**src/rtl/dm_jtag_dtm.sv**
```systemverilog
// JTAG Debug Transport Module: 5-bit-IR TAP sampled in the clk domain, turning DMI
// Update-DR scans into dmi_valid/dmi_ready requests toward the debug module.
module dm_jtag_dtm #(
    parameter logic [31:0] IDCODE = 32'h1000_0A6D,
    parameter int unsigned ABITS  = 7
) (
    input  logic             clk,
    input  logic             reset,
    input  logic             tck,
    input  logic             tms,
    input  logic             tdi,
    output logic             tdo,
    output logic             dmi_valid,
    input  logic             dmi_ready,
    output logic             dmi_write,
    output logic [ABITS-1:0] dmi_addr,
    output logic [31:0]      dmi_wdata,
    input  logic [31:0]      dmi_rdata
);

    localparam int unsigned DRW       = ABITS + 34;
    localparam logic [4:0]  IR_IDCODE = 5'h01;
    localparam logic [4:0]  IR_DTMCS  = 5'h10;
    localparam logic [4:0]  IR_DMI    = 5'h11;

    typedef enum logic [3:0] {
        TLR, RTI,
        SEL_DR, CAP_DR, SH_DR, EX1_DR, PAU_DR, EX2_DR, UPD_DR,
        SEL_IR, CAP_IR, SH_IR, EX1_IR, PAU_IR, EX2_IR, UPD_IR
    } tap_state_t;

    logic             tck_meta_r, tck_sync_r, tck_prev_r;
    logic             tms_meta_r, tms_sync_r;
    logic             tdi_meta_r, tdi_sync_r;
    tap_state_t       state_r;
    logic [4:0]       ir_r, ir_shift_r;
    logic [DRW-1:0]   dr_r;
    logic             tdo_r;
    logic             dmi_valid_r, dmi_write_r, busy_r;
    logic [ABITS-1:0] dmi_addr_r;
    logic [31:0]      dmi_wdata_r, rdata_buf_r;
    logic [1:0]       dmistat_r;

    logic             tck_rise_s, tck_fall_s, upd_dr_s, dmi_req_s, dtmcs_clear_s;
    logic [DRW-1:0]   dr_capture_s, dr_shift_s;

    function automatic tap_state_t tap_next(input tap_state_t s, input logic m);
        case (s)
            TLR:     tap_next = m ? TLR    : RTI;
            RTI:     tap_next = m ? SEL_DR : RTI;
            SEL_DR:  tap_next = m ? SEL_IR : CAP_DR;
            CAP_DR:  tap_next = m ? EX1_DR : SH_DR;
            SH_DR:   tap_next = m ? EX1_DR : SH_DR;
            EX1_DR:  tap_next = m ? UPD_DR : PAU_DR;
            PAU_DR:  tap_next = m ? EX2_DR : PAU_DR;
            EX2_DR:  tap_next = m ? UPD_DR : SH_DR;
            UPD_DR:  tap_next = m ? SEL_DR : RTI;
            SEL_IR:  tap_next = m ? TLR    : CAP_IR;
            CAP_IR:  tap_next = m ? EX1_IR : SH_IR;
            SH_IR:   tap_next = m ? EX1_IR : SH_IR;
            EX1_IR:  tap_next = m ? UPD_IR : PAU_IR;
            PAU_IR:  tap_next = m ? EX2_IR : PAU_IR;
            EX2_IR:  tap_next = m ? UPD_IR : SH_IR;
            UPD_IR:  tap_next = m ? SEL_DR : RTI;
            default: tap_next = TLR;
        endcase
    endfunction

    // Two-flop synchronisers for the TAP pins plus a history flop for tck edge detection
    always_ff @(posedge clk) begin
        if (reset) begin
            tck_meta_r <= 1'b0;
            tck_sync_r <= 1'b0;
            tck_prev_r <= 1'b0;
            tms_meta_r <= 1'b0;
            tms_sync_r <= 1'b0;
            tdi_meta_r <= 1'b0;
            tdi_sync_r <= 1'b0;
        end else begin
            tck_meta_r <= tck;
            tck_sync_r <= tck_meta_r;
            tck_prev_r <= tck_sync_r;
            tms_meta_r <= tms;
            tms_sync_r <= tms_meta_r;
            tdi_meta_r <= tdi;
            tdi_sync_r <= tdi_meta_r;
        end
    end

    // Edge strobes, DR capture/shift values and Update-DR side effects
    always_comb begin
        tck_rise_s = tck_sync_r & ~tck_prev_r;
        tck_fall_s = ~tck_sync_r & tck_prev_r;
        upd_dr_s   = tck_rise_s && (state_r == UPD_DR);
        dmi_req_s  = upd_dr_s && (ir_r == IR_DMI) &&
                     ((dr_r[1:0] == 2'd1) || (dr_r[1:0] == 2'd2));
        dtmcs_clear_s = upd_dr_s && (ir_r == IR_DTMCS) && (dr_r[16] || dr_r[17]);
        case (ir_r)
            IR_IDCODE: begin
                dr_capture_s = {{(DRW-32){1'b0}}, IDCODE};
                dr_shift_s   = {{(DRW-32){1'b0}}, tdi_sync_r, dr_r[31:1]};
            end
            IR_DTMCS: begin
                dr_capture_s = {{(DRW-32){1'b0}}, 14'd0, 1'b0, 1'b0, 1'b0, 3'd1,
                                dmistat_r, 6'(ABITS), 4'd1};
                dr_shift_s   = {{(DRW-32){1'b0}}, tdi_sync_r, dr_r[31:1]};
            end
            IR_DMI: begin
                dr_capture_s = {dmi_addr_r, rdata_buf_r, busy_r ? 2'd3 : dmistat_r};
                dr_shift_s   = {tdi_sync_r, dr_r[DRW-1:1]};
            end
            default: begin
                dr_capture_s = {DRW{1'b0}};
                dr_shift_s   = {{(DRW-1){1'b0}}, tdi_sync_r};
            end
        endcase
    end

    // TAP controller: state walk, IR/DR capture-shift-update and tdo on the falling edge
    always_ff @(posedge clk) begin
        if (reset) begin
            state_r    <= TLR;
            ir_r       <= IR_IDCODE;
            ir_shift_r <= 5'd0;
            dr_r       <= {DRW{1'b0}};
            tdo_r      <= 1'b0;
        end else begin
            if (tck_rise_s) begin
                state_r <= tap_next(state_r, tms_sync_r);
                case (state_r)
                    TLR:     ir_r       <= IR_IDCODE;
                    CAP_IR:  ir_shift_r <= 5'b00001;
                    SH_IR:   ir_shift_r <= {tdi_sync_r, ir_shift_r[4:1]};
                    UPD_IR:  ir_r       <= ir_shift_r;
                    CAP_DR:  dr_r       <= dr_capture_s;
                    SH_DR:   dr_r       <= dr_shift_s;
                    default: ir_r       <= ir_r;
                endcase
            end
            // tdo changes only on falling edges inside a shift state, holding otherwise
            if (tck_fall_s && (state_r == SH_DR)) begin
                tdo_r <= dr_r[0];
            end else if (tck_fall_s && (state_r == SH_IR)) begin
                tdo_r <= ir_shift_r[0];
            end else begin
                tdo_r <= tdo_r;
            end
        end
    end

    // DMI initiator: request launch, handshake completion and sticky error status
    always_ff @(posedge clk) begin
        if (reset) begin
            dmi_valid_r <= 1'b0;
            dmi_write_r <= 1'b0;
            dmi_addr_r  <= '0;
            dmi_wdata_r <= 32'd0;
            busy_r      <= 1'b0;
            dmistat_r   <= 2'd0;
            rdata_buf_r <= 32'd0;
        end else begin
            if (dmi_valid_r && dmi_ready) begin
                dmi_valid_r <= 1'b0;
                busy_r      <= 1'b0;
                if (!dmi_write_r) begin
                    rdata_buf_r <= dmi_rdata;
                end
            end
            // busy_r is still set in the handshake cycle, so a colliding request counts as a busy hit
            if (dmi_req_s) begin
                if (busy_r) begin
                    dmistat_r <= 2'd3;
                end else if (dmistat_r == 2'd0) begin
                    dmi_valid_r <= 1'b1;
                    busy_r      <= 1'b1;
                    dmi_addr_r  <= dr_r[DRW-1:34];
                    dmi_wdata_r <= dr_r[33:2];
                    dmi_write_r <= (dr_r[1:0] == 2'd2);
                end
            end
            if (dtmcs_clear_s) begin
                dmistat_r <= 2'd0;
            end
        end
    end

    assign tdo       = tdo_r;
    assign dmi_valid = dmi_valid_r;
    assign dmi_write = dmi_write_r;
    assign dmi_addr  = dmi_addr_r;
    assign dmi_wdata = dmi_wdata_r;

endmodule

```
**config.mk**
```make
export PLATFORM = sky130hd
export DESIGN_NAME = dm_jtag_dtm
export DESIGN_NICKNAME = d
export VERILOG_FILES = /design/src/rtl/dm_jtag_dtm.sv
export SDC_FILE = /design/constraint.sdc
export NUM_CORES = 1
export LEC_CHECK = 0
export CORE_MARGIN = 2
export CORE_UTILIZATION = 45
export CTS_BUF_LIST = sky130_fd_sc_hd__clkbuf_2
export DETAILED_ROUTE_END_ITERATION = 6
export PLACE_DENSITY = 0.7
export SYNTH_ARGS = -nofsm -noshare
export SYNTH_HDL_FRONTEND = slang
export SYNTH_SLANG_ARGS = --single-unit
```
**constraint.sdc**
```tcl
create_clock -name clk -period 2 [get_ports clk]
set_input_delay 0.3 -clock clk [delete_from_list [all_inputs] [get_ports clk]]
set_output_delay 0.3 -clock clk [all_outputs]
set_load 0.01 [all_outputs]
```
==> Implementation_results.wiki <==
{| class="wikitable"
! Metric !! Value
|-
| Post-Route Skew || 0.04517 ns
|-
| Compound-Gate Fraction of Synth Area || 0.2238
|-
| Net switching fraction of the power || 0.2481
|-
| Sequential Power Share || 0.586
|-
| Final Hold Vio Count || 0
|-
| Simple logic cell fraction of the synthesized area || 0.2119
|-
| GR Overflow Total || 0
|-
| Total instance count after detailed placement || 891
|-
| Switching Power || 1.181 mW
|-
| Arithmetic-cell share of the synthesized area counting full adders, half adders and majority gates || 0.002171
|-
| Multiplexer share of the synthesized area || 0.02128
|-
| Vias in the first global route || 5143
|-
| Synth Area per Inst || 8.576 sq um
|-
| Core Footprint || 12570 sq um
|-
| Critical path class || flip-flop to flip-flop
|-
| Iteration-0 DRC Markers || 521
|-
| Wire length of the first global-routing pass || 25440 microns
|-
| Number of failing setup endpoints in the final timing report || 12
|-
| Buffers from clock root to sink, at most || 2
|-
| P_leak || 3.141 nW
|-
| Number of I/O port buffers || 79
|-
| EDFF count, synth || 0
|-
| Number of standard cells in the layout, taps in and fillers out || 940
|-
| Area added between synthesis and finish || 29.31%
|-
| Post-layout worst setup margin || -0.02836 ns
|-
| Worst slew slack as a fraction of its limit || 0.5811
|-
| I/O pin count || 80
|-
| Non-Filler Cell Area, Final || 7452 sq um
|-
| Min Tclk post-route || 2.028 ns
|-
| Startpoint type of the worst setup path || flip-flop
|-
| Clk root buf || sky130_fd_sc_hd__clkbuf_2
|-
| Leading cell type in the layout, fill and taps excluded || sky130_fd_sc_hd__dfxtp_1
|-
| Syn Inst Count || 672
|-
| Clock latency on the worst-skew pair || 0.74 ns
|-
| Internal cell power || 3.578 mW
|-
| Power per cell area || 638.6 nW/um^2
|-
| H-Tree Level Count || 4
|-
| Reg clk slew, reported paths || approximately 0.23 ns
|-
| Parity-gate share of the synthesized area counting xor and xnor cells || 0.001520
|-
| Fin nets || 794
|-
| Failing checks || setup timing
|-
| # rows || 41
|-
| Post-synthesis sequential element count || 139
|-
| Antenna violations before repair || 0
|-
| Critical path endpoint category || flip-flop
|-
| Transition time at the pin with the least slew margin || 0.6284 ns
|-
| HP Class || primary input to flip-flop
|-
| Sink Count || about 140
|-
| Routed wire length per instance || 16.89 microns
|-
| Total routing resource utilization after global routing || 0.2382
|-
| Outcome || finished, violations left
|-
| Via total after detailed routing || 5397
|-
| DP Wirelength || 9910 microns
|-
| Starting density of the core || 0.4585
|-
| Register-to-Register Setup Slack || -0.03 ns
|-
| Post-synthesis net count || 711
|-
| Final slew viol count || 0
|-
| Sequential element share of the synthesized area || 0.4828
|-
| Most frequent cells in the layout || 107 x sky130_fd_sc_hd__dfxtp_1, 89 x sky130_fd_sc_hd__a21oi_1, 82 x sky130_fd_sc_hd__nand2_1
|-
| Remaining antenna violation count || 0
|-
| Part of the total power dissipated in the clock network || 0.378
|-
| Vertical die dimension || between 100 and 150 microns
|-
| MaxCap Viol Count || 0
|-
| Prevailing post-synth register cell || sky130_fd_sc_hd__dfxtp_1
|-
| Worst Path Required || 2.64 ns
|-
| Final routed DRC violation total || 0
|-
| Highest clock frequency the design can meet || 0.4930 GHz
|-
| Critical-path maximum fanout || 5
|-
| Length of the first detailed-routing pass in iterations || 5
|-
| Total power after layout || 4.759 mW
|-
| Setup repair after global routing missed its margin || true
|-
| Summed instance area of the synthesized netlist || 5763 sq um
|-
| CTS tree || yes
|-
| Maximum vdd ir drop || 0.0004034 V
|-
| Routability-driven placement congestion ratio || around 0.81
|-
| WP data arrival || between 2 and 3 ns
|-
| FFs w/ async S/R, synth || 0
|-
| Chip Width || 117.2 microns
|-
| Share of post-route cells with drive strength above 1 || 0.1862
|-
| Largest net degree at the start of global routing || 39
|-
| Diode insertion count for antenna repair || 0
|-
| TritonCTS buffer count || 17
|-
| Combinational family with the most area after synthesis || compound AO/OA/AOI/OAI gates
|-
| Post-Route WL || 15880 microns
|-
| Drt via density || 5.741
|-
| Post-route fraction of the period consumed by the critical path || 1.014
|-
| Instance area after placement || 6822 sq um
|-
| Final-layout setup total negative slack || -0.09266 ns
|-
| Count of cell types in the netlist || 55
|-
| Setup slack after placement || -0.02366 ns
|-
| Die footprint || 13730 sq um
|-
| Total of warnings raised by yosys || 0
|-
| Comb pwr share || 0.036
|}
-- sequential cells by signal, indices dropped and copies added, names as in the netlist --
signal,flops
tdi_meta_r,1
tdo,1
tdi_sync_r,1
ir_shift_r,5
tck_meta_r,1
dmi_wdata,32
dmi_write,1
dmi_valid,1
tms_meta_r,1
tms_sync_r,1
tck_prev_r,1
dr_r,41
dmistat_r,2
ir_r,5
state_r,4
dmi_addr,7
rdata_buf_r,32
tck_sync_r,1
busy_r,1
-- critical path, stage by stage, from the launching register on --
cell	delay, ns
sky130_fd_sc_hd__dfxtp_1	0.37
sky130_fd_sc_hd__buf_4	0.16
sky130_fd_sc_hd__or3b_4	0.37
sky130_fd_sc_hd__a211o_1	0.31
sky130_fd_sc_hd__or4_4	0.45
sky130_fd_sc_hd__buf_6	0.16
sky130_fd_sc_hd__o2bb2ai_2	0.14
-- timing repair --
action / 4_1_cts / 5_1_grt
hold endpoints to repair: 18 / 0
buffers inserted: 4 / 8
hold buffers: 1 / 0
gates resized for setup: 43 / 68
cloned: 3 / 1
pin swaps: 3 / 4
endpoints found under the setup margin: 62 / 93
-- cell families after synthesis --
group	count (synthesis)
and+or+nand+nor	247
DFF	139
buffers and inverters	69
AOI/OAI and AO/OA	203
muxes	12
adders and majority gates	1
xor gates and xnor gates	1
-- cell usage after synthesis (3+ instances only) --
master / number / share of area
sky130_fd_sc_hd__a211oi_1: 6 / 0.0078
sky130_fd_sc_hd__a21oi_1: 90 / 0.078
sky130_fd_sc_hd__a221oi_1: 21 / 0.032
sky130_fd_sc_hd__a22oi_1: 7 / 0.0091
sky130_fd_sc_hd__a31oi_1: 3 / 0.0033
sky130_fd_sc_hd__buf_2: 11 / 0.0096
sky130_fd_sc_hd__buf_6: 6 / 0.012
sky130_fd_sc_hd__clkbuf_1: 43 / 0.028
sky130_fd_sc_hd__dfxtp_1: 139 / 0.48
sky130_fd_sc_hd__inv_1: 5 / 0.0033
sky130_fd_sc_hd__mux2i_1: 10 / 0.017
sky130_fd_sc_hd__nand2_1: 82 / 0.053
sky130_fd_sc_hd__nand2b_1: 3 / 0.0033
sky130_fd_sc_hd__nand3_1: 50 / 0.043
sky130_fd_sc_hd__nand3b_1: 9 / 0.012
sky130_fd_sc_hd__nor2_1: 39 / 0.025
sky130_fd_sc_hd__nor2b_1: 11 / 0.012
sky130_fd_sc_hd__nor3_1: 26 / 0.023
sky130_fd_sc_hd__o21ai_0: 42 / 0.036
sky130_fd_sc_hd__o21ai_1: 5 / 0.0043
sky130_fd_sc_hd__o2bb2ai_1: 4 / 0.0061
sky130_fd_sc_hd__o2bb2ai_2: 9 / 0.023
sky130_fd_sc_hd__or2_2: 3 / 0.0033
sky130_fd_sc_hd__or3_1: 4 / 0.0043
sky130_fd_sc_hd__or4_1: 3 / 0.0039
-- power groups by stage --
stage | Sequential [mW] | Combinational [mW] | Clock [mW]
floorplan | 2.84 | 0.0718 | 0
global placement | 2.84 | 0.166 | 0
detailed placement | 2.84 | 0.169 | 0
CTS | 2.79 | 0.171 | 1.81
global route | 2.79 | 0.186 | 1.93
finish | 2.79 | 0.173 | 1.80
-- metal layers --
metal	global-route usage	vias up	wire (microns)
li1	-	2581	-
met1	0.3102	2591	6938
met2	0.3770	201	7457
met3	0.05716	24	1205
met4	0.1059	0	280
met5	0	-	0
-- path summary, 6_finish.rpt --
kind | startpoint | endpoint | depth (start not counted)
min | dmi_rdata[27] | rdata_buf_r[27]$_SDFFE_PP0P_ | 3
min reg2reg | rdata_buf_r[26]$_SDFFE_PP0P_ | rdata_buf_r[26]$_SDFFE_PP0P_ | 2
max | state_r[1]$_SDFFE_PP0N_ | dr_r[37]$_SDFFE_PP0P_ | 6
max reg2reg | state_r[1]$_SDFFE_PP0N_ | dr_r[37]$_SDFFE_PP0P_ | 6
-- per-stage QoR --
stage            util  hold slack, ns
6_report       0.5929         0.07372
5_1_grt        0.5929         0.01635
4_1_cts        0.5737         0.03111
3_5_place_dp   0.5428          0.4284
3_3_place_gp   0.5428          0.4249
2_1_floorplan       -          0.4138
-- area by class of cell --
cell class	instances	area, sq um
multi-input cells	464	2721
well taps	172	215.2
repair buffers	128	1413
clock inverters	14	168.9
fillers	1098	5116
flip-flops and latches	139	2825
clock buffers	18	90.09
inverters	5	18.77
Note: power is estimated with default switching activity, not from simulation.
